$ cat src/rtl/mmio_ctrl.sv
// mmio_ctrl: memory-mapped output registers plus a compare/match timer with interrupt.
module mmio_ctrl #(
  parameter int MMIO_ADDR_START_BIT = 12,
  parameter int NUM_OUT_REGS = 4,
  parameter int OUT_WIDTH = 16
) (
  input  logic clk,
  input  logic rst,
  input  logic clk_enable,
  input  logic we,
  input  logic [3:0] be,
  input  logic [31:0] addr,
  input  logic [31:0] data_in,
  output logic [31:0] data_out,
  output logic is_mmio,
  output logic [NUM_OUT_REGS*OUT_WIDTH-1:0] out_regs,
  output logic irq
);
  localparam int N = NUM_OUT_REGS;
  logic [NUM_OUT_REGS-1:0][OUT_WIDTH-1:0] outr;
  logic [31:0] idx, wmask, rdata, count, cmp;
  logic [2:0] ctrl;
  logic match, acc, wr, cw, set, clr, unused;
  function automatic logic [31:0] merge(input logic [31:0] old);
    return (old & ~wmask) | (data_in & wmask);
  endfunction
  assign is_mmio = addr[MMIO_ADDR_START_BIT];
  assign idx = 32'(addr[MMIO_ADDR_START_BIT-2:2]);
  assign unused = ^{addr[31:MMIO_ADDR_START_BIT+1], addr[MMIO_ADDR_START_BIT-1], addr[1:0]};
  assign wmask = {{8{be[3]}}, {8{be[2]}}, {8{be[1]}}, {8{be[0]}}};
  assign acc = clk_enable & is_mmio;
  assign wr = acc & we;
  assign cw = wr && idx == N;
  assign clr = wr && idx == N + 3 && be[0] && data_in[0];
  // a software COUNT write suppresses match evaluation on that edge
  assign set = ctrl[0] && !cw && count == cmp;
  assign out_regs = outr;
  assign irq = match & ctrl[2];
  always_comb begin
    rdata = idx == N ? count : idx == N + 1 ? cmp : idx == N + 2 ? {29'b0, ctrl} :
            idx == N + 3 ? {31'b0, match} : '0;
    for (int k = 0; k < N; k++) if (idx == k) rdata = 32'(outr[k]);
  end
  always_ff @(posedge clk or posedge rst)
    if (rst) outr <= '0;
    else if (wr)
      for (int k = 0; k < N; k++) if (idx == k) outr[k] <= OUT_WIDTH'(merge(32'(outr[k])));
  always_ff @(posedge clk or posedge rst)
    if (rst) begin
      data_out <= '0;
      count <= '0;
      cmp <= '0;
      ctrl <= '0;
      match <= 1'b0;
    end else if (clk_enable) begin
      if (acc) data_out <= rdata;
      if (wr && idx == N + 1) cmp <= merge(cmp);
      if (wr && idx == N + 2) ctrl <= 3'(merge({29'b0, ctrl}));
      count <= cw ? merge(count) : !ctrl[0] ? count : set && ctrl[1] ? '0 : count + 1;
      match <= set | (match & ~clr);
    end
endmodule

$ cat config.mk
export PLATFORM = sky130hd
export DESIGN_NAME = mmio_ctrl
export DESIGN_NICKNAME = d
export VERILOG_FILES = /design/src/rtl/mmio_ctrl.sv
export SDC_FILE = /design/constraint.sdc
export NUM_CORES = 1
export LEC_CHECK = 0
export ABC_AREA = 1
export CAP_MARGIN = 20
export CORE_ASPECT_RATIO = 0.5
export CORE_MARGIN = 2
export CORE_UTILIZATION = 40
export DETAILED_ROUTE_END_ITERATION = 6
export GPL_TIMING_DRIVEN = 0
export PLACE_DENSITY = 0.67
export SYNTH_ARGS = -nofsm -noshare
export SYNTH_HDL_FRONTEND = slang
export SYNTH_SLANG_ARGS = --single-unit
$ cat constraint.sdc
create_clock -name clk -period 7.8 [get_ports clk]
set_clock_uncertainty 0.15 [all_clocks]
set_input_delay 1.17 -clock clk [delete_from_list [all_inputs] [get_ports clk]]
set_output_delay 1.17 -clock clk [all_outputs]
set_load 0.01 [all_outputs]
Word-level counts from Yosys, hierarchy flattened

Cells that the tools add are included.

Word-level logic and storage cells: 71
Flip-flop bits (word level): 164
Bits in read-only memories: 0
Latch bits: 0
RAM bits: 0
Memories kept: 0

Shift operators: 0
Multipliers: 0
Divide/modulo/power cells: 0
Bitwise gates (word level): 22
Equal/unequal tests: 8
Magnitude comparators: 0
Multiplexer cells: 11
Reductions and logical operators: 20
$add $sub $neg: 1

Operators by type and width:

| kind                    | number |
|---|---|
| $mux W32                | 9 |
| $and A32 B32 Y32        | 3 |
| $and A16 B16 Y16        | 4 |
| $or A16 B16 Y16         | 4 |
| $or A32 B32 Y32         | 2 |
| $eq A9 B3 Y1 const B    | 4 |
| $add A32 B1 Y32 const B | 1 |
| $eq A32 B32 Y1          | 1 |
| $logic_not A32 Y1       | 1 |
| $not A32 Y32            | 1 |
| $eq A9 B2 Y1 const B    | 2 |
| $reduce_and A2 Y1       | 8 |
| $eq A9 B1 Y1 const B    | 1 |
| $logic_and A1 B1 Y1     | 9 |
| $and A1 B1 Y1           | 4 |
| $and A3 B3 Y3           | 1 |
| $mux W3                 | 1 |
| $or A3 B3 Y3            | 1 |
| $reduce_bool A2 Y1      | 1 |
| $logic_not A1 Y1        | 1 |
| $mux W1                 | 1 |
| $not A1 Y1              | 1 |
| $or A1 B1 Y1            | 1 |

Logic depth before layout (Yosys ltp)

Depth after elaboration: 10
Mapped depth: 12
Depth with buffers taken out: 12

Least setup slack after synthesis

No wires, ideal clock.

Path type: input-to-reg
Start: input addr[7]
End: register (tool-made name)
Data arrival time: 2.394 ns
Required time: 7.530 ns
Setup time: 0.120 ns
Path buffers: 1
Stages on the path: 9
Slack: 5.136 ns
Cells stage by stage: nor2_1 -> nand2_4 -> nor2_2 -> nand3_4 -> a21oi_4 -> o21ai_2 -> buf_6 -> nor2_1 -> a21oi_2

RTL lines:

| item        | RTL line | RTL |
|---|---|---|
| from (decl) | 12       | `input logic [31:0] addr,` |

Worst setup path after layout

Start: input addr[12]
End: output is_mmio

RTL lines:

| item      | RTL line | RTL |
|---|---|---|
| to (decl) | 15       | `output logic is_mmio,` |

No word-level cell between the ends.

==> results.md <==
- The share of the clock period used by the worst path after layout is 0.463.
- For this block, the routed nets add up to 33100 um of wire.
- The final number of max-transition violations is 0.
- The maximum frequency from static timing analysis is 277 MHz.
- The H-tree was split into 4 levels.
- The number of DRC violations after detailed routing is 0.
- The gate count after technology mapping is 1375.
- The number of buffers inserted by hold repair at cts is 0.
- The count of max-cap constraint violations is 0.
- In this run the post-CTS setup repair buffer count came out at 0.
- The netlist uses 44 different library cells.
- Entering global routing, the biggest net connects 124 pins.
- The maximum resistive drop on vdd is 0.116 mV.
- The final setup slack of the worst path is 4.19 ns.
- The capturing instance or port of the critical path is is_mmio.
- For this run, asynchronously set or reset flops after synthesis account for 1.00.
- Setup repair after global routing left no endpoint under its margin.
- The CTS root buffer is sky130_fd_sc_hd__clkbuf_16.
- The wire-length estimate of the detail-placed layout is 25200 um.
- The launching element of the worst setup path is addr[12].
- The via-per-instance ratio is 5.15.
- In the layout the commonest cells are 351 x sky130_fd_sc_hd__nand2_1, 242 x sky130_fd_sc_hd__inv_1, 172 x sky130_fd_sc_hd__nor2_1.
- The initialized floorplan defines 39 standard-cell rows.
- The total power consumption of the routed design is 2.74 mW.
- The vias after detailed routing is 9583.
- In this run the power density over the cells is 228 nW/um^2.
- The register area is 4100 sq um.
- Of the synthesized area, sequential elements account for 0.429.
- The multi-input combinational cells in the finished layout cover a total of 4310 sq um.
- At the worst endpoint, the required time is 6.48 ns.
- STA classifies the critical path startpoint as a primary input.
- The finished layout cell area is 12000 sq um.
- The buffer levels on the longest clock path is 2.
- The first detailed-routing pass took 5 iterations.
- The starting density of the core is 0.414.
- Pin placement for this block handled 170 I/O pins.
- In the synthesized netlist the dominant register cell turns out to be sky130_fd_sc_hd__dfrtp_1.
- The latest clock arrival within the worst-skew pair is 0.44 ns.
- The type of the most critical hold path is register to register.
- The worst setup timing slack at the placement stage is 3.99 ns.
- The total leakage power is 6.43 nW.
- The worst reg-to-reg setup slack is 5.55 ns.
- The number of hold violations in the final report is 0.
- The number of nets in the synthesized netlist is 1448.
- After clock tree synthesis, the clock-pin slew on the worst setup and hold paths is 0.07 ns.
- The worst register-to-register path has a depth of 12.
- After the last flow step, the layout net total stands at 1614.
- The overall overflow remaining after global route is 0.
- The flow ran to the end, and the final reports show no timing, DRC or antenna violations.
- The final-report setup violation count is 0.
- The via count of the first global-routing pass is 9030.
- The fraction of layout cells with a size suffix above 1 is 0.0598.
- The kind of end point of the critical path is an output port.
- In the global route stage, overall resource usage came out at 0.266.
- At the end of routability-driven placement, the weighted congestion stood at 0.940.
- The number of antenna violations at the first check in global routing is 1.
- The post-route minimum period is 3.61 ns.
- The number of warnings printed during yosys synthesis is 0.
- In the post-synthesis netlist, the biggest area contributors are sky130_fd_sc_hd__dfrtp_1 43%, sky130_fd_sc_hd__nand2_1 14%, sky130_fd_sc_hd__inv_1 9.5%.
- Along the worst path, the maximum fanout reaches 2.
- Once detail routing completed, the nets flagged for antenna violations numbered 0.
- Once the clock tree was built, the resizer swapped 0 gates to a different size.
- The number of clock sinks is 164.
- TritonCTS built the clock tree.
- The area of the core is 23100 sq um.
- The start-to-end type of the worst setup path is primary input to output port.
- The filler cell count in the final layout is 2298.
- The synthesized area per cell is 6.96 sq um.
- The first routing iteration left 960 violations.
- The relative slew slack is 0.391.
- The global-route wire length before repair is 51500 um.
- After synthesis the cells add up to 9570 sq um.
- The number of port buffers is 146.
- The count of state elements after synthesis is 164.
- Of the post-synthesis cell area, the dominant cell type holds 0.429.
- The most common library cell in the layout ignoring fill and taps is sky130_fd_sc_hd__nand2_1.
- Summed over all instances, the cell type with the most area after synthesis is sky130_fd_sc_hd__dfrtp_1.
- Buffers inserted during clock tree synthesis total 17.
- The actual slew at the worst max-slew pin is 0.914 ns.
- The growth of design area from synthesis to finish is 25.8%.
- The instance area at placement is 11500 sq um.
- The area enclosed by the die boundary is 25300 sq um.
- Yosys mapped a number of flops with a built-in enable equal to 0.
- The die is 113 um tall.
- Data arrives at the worst endpoint at 2.29 ns.
- Dividing the detail-routed wire length by the instance count gives 17.8 um.
- The die is 223 um wide.
[critical path: stages]
cell,delay (ns)
sky130_fd_sc_hd__clkdlybuf4s50_1,0.49
sky130_fd_sc_hd__buf_4,0.11
sky130_fd_sc_hd__clkdlybuf4s50_1,0.52
[logic make-up (layout without fill, tap and decap cells)]
family | after synthesis | after routing | synth area share
DFF | 164 | 164 | 0.429
xor gates and xnor gates | 22 | 22 | 0.0201
AOI/OAI and AO/OA | 234 | 234 | 0.132
muxes | 14 | 14 | 0.0149
adders and majority gates | 1 | 1 | 0.00131
and+or+nand+nor | 647 | 647 | 0.282
other | 0 | 1 | 0
buffers and inverters | 293 | 472 | 0.122
[power by group]
group / leakage [nW] / switching [mW] / internal, mW
Clock: 0.280 / 0.402 / 0.455
Sequential: 2.02 / 0.116 / 0.927
Combinational: 4.12 / 0.543 / 0.299
Total: 6.43 / 1.06 / 1.68
[metrics by stage]
step           hold slack [ns]  setup TNS [ns]  cells  utilization
3_5_place_dp             0.320               0   1829        0.495
4_1_cts                  0.339               0   1861        0.521
6_report                 0.336               0   1862        0.521
5_1_grt                  0.366               0   1862        0.521
2_1_floorplan            0.324               0   1375            -
3_3_place_gp             0.318          -52.23   1828        0.494
[layout make-up]
class	instances	area share
Antenna cell	1	0.000208
Buffer	43	0.0186
Clock buffer	17	0.0353
Clock inverter	15	0.0136
Inverter	250	0.0786
Multi-Input combinational cell	918	0.357
Sequential cell	164	0.341
Tap cell	307	0.0319
Timing Repair Buffer	147	0.124
[Yosys cell counts, types with 11 or more instances]
cell type / n
sky130_fd_sc_hd__o21ai_1: 16
sky130_fd_sc_hd__xor2_1: 22
sky130_fd_sc_hd__mux2i_1: 12
sky130_fd_sc_hd__clkbuf_1: 21
sky130_fd_sc_hd__o21ai_0: 123
sky130_fd_sc_hd__nor2_1: 172
sky130_fd_sc_hd__nand2_1: 351
sky130_fd_sc_hd__buf_2: 13
sky130_fd_sc_hd__o22ai_1: 29
sky130_fd_sc_hd__inv_1: 243
sky130_fd_sc_hd__nand4_1: 15
sky130_fd_sc_hd__nand3_1: 73
sky130_fd_sc_hd__a21oi_1: 54
sky130_fd_sc_hd__dfrtp_1: 164
sky130_fd_sc_hd__nor3_1: 11
[worst min-delay path by stage]
| stage | slack (ns) | from | endpoint | depth (start not counted) |
|---|---|---|---|---|
| final | 0.34 | data_out[30] | data_out[30] | 2 |
| after floorplan | 0.32 | register | register | 2 |
| after global routing | 0.37 | data_out[20] | data_out[20] | 2 |
| after detailed placement | 0.32 | data_out[30] | data_out[30] | 2 |
| after CTS | 0.34 | data_out[30] | data_out[30] | 2 |
| after global placement | 0.32 | data_out[30] | data_out[30] | 2 |
[layer usage]
layer / vias up / part of all wire / GRT usage
met1: 4605 / 0.48 / 0.377
met3: 37 / 0.059 / 0.0538
li1: 4630 / - / -
met4: 0 / 0.017 / 0.0694
met5: - / 0 / 0
met2: 311 / 0.45 / 0.420
No activity file was read; power rests on OpenSTA's default activity.
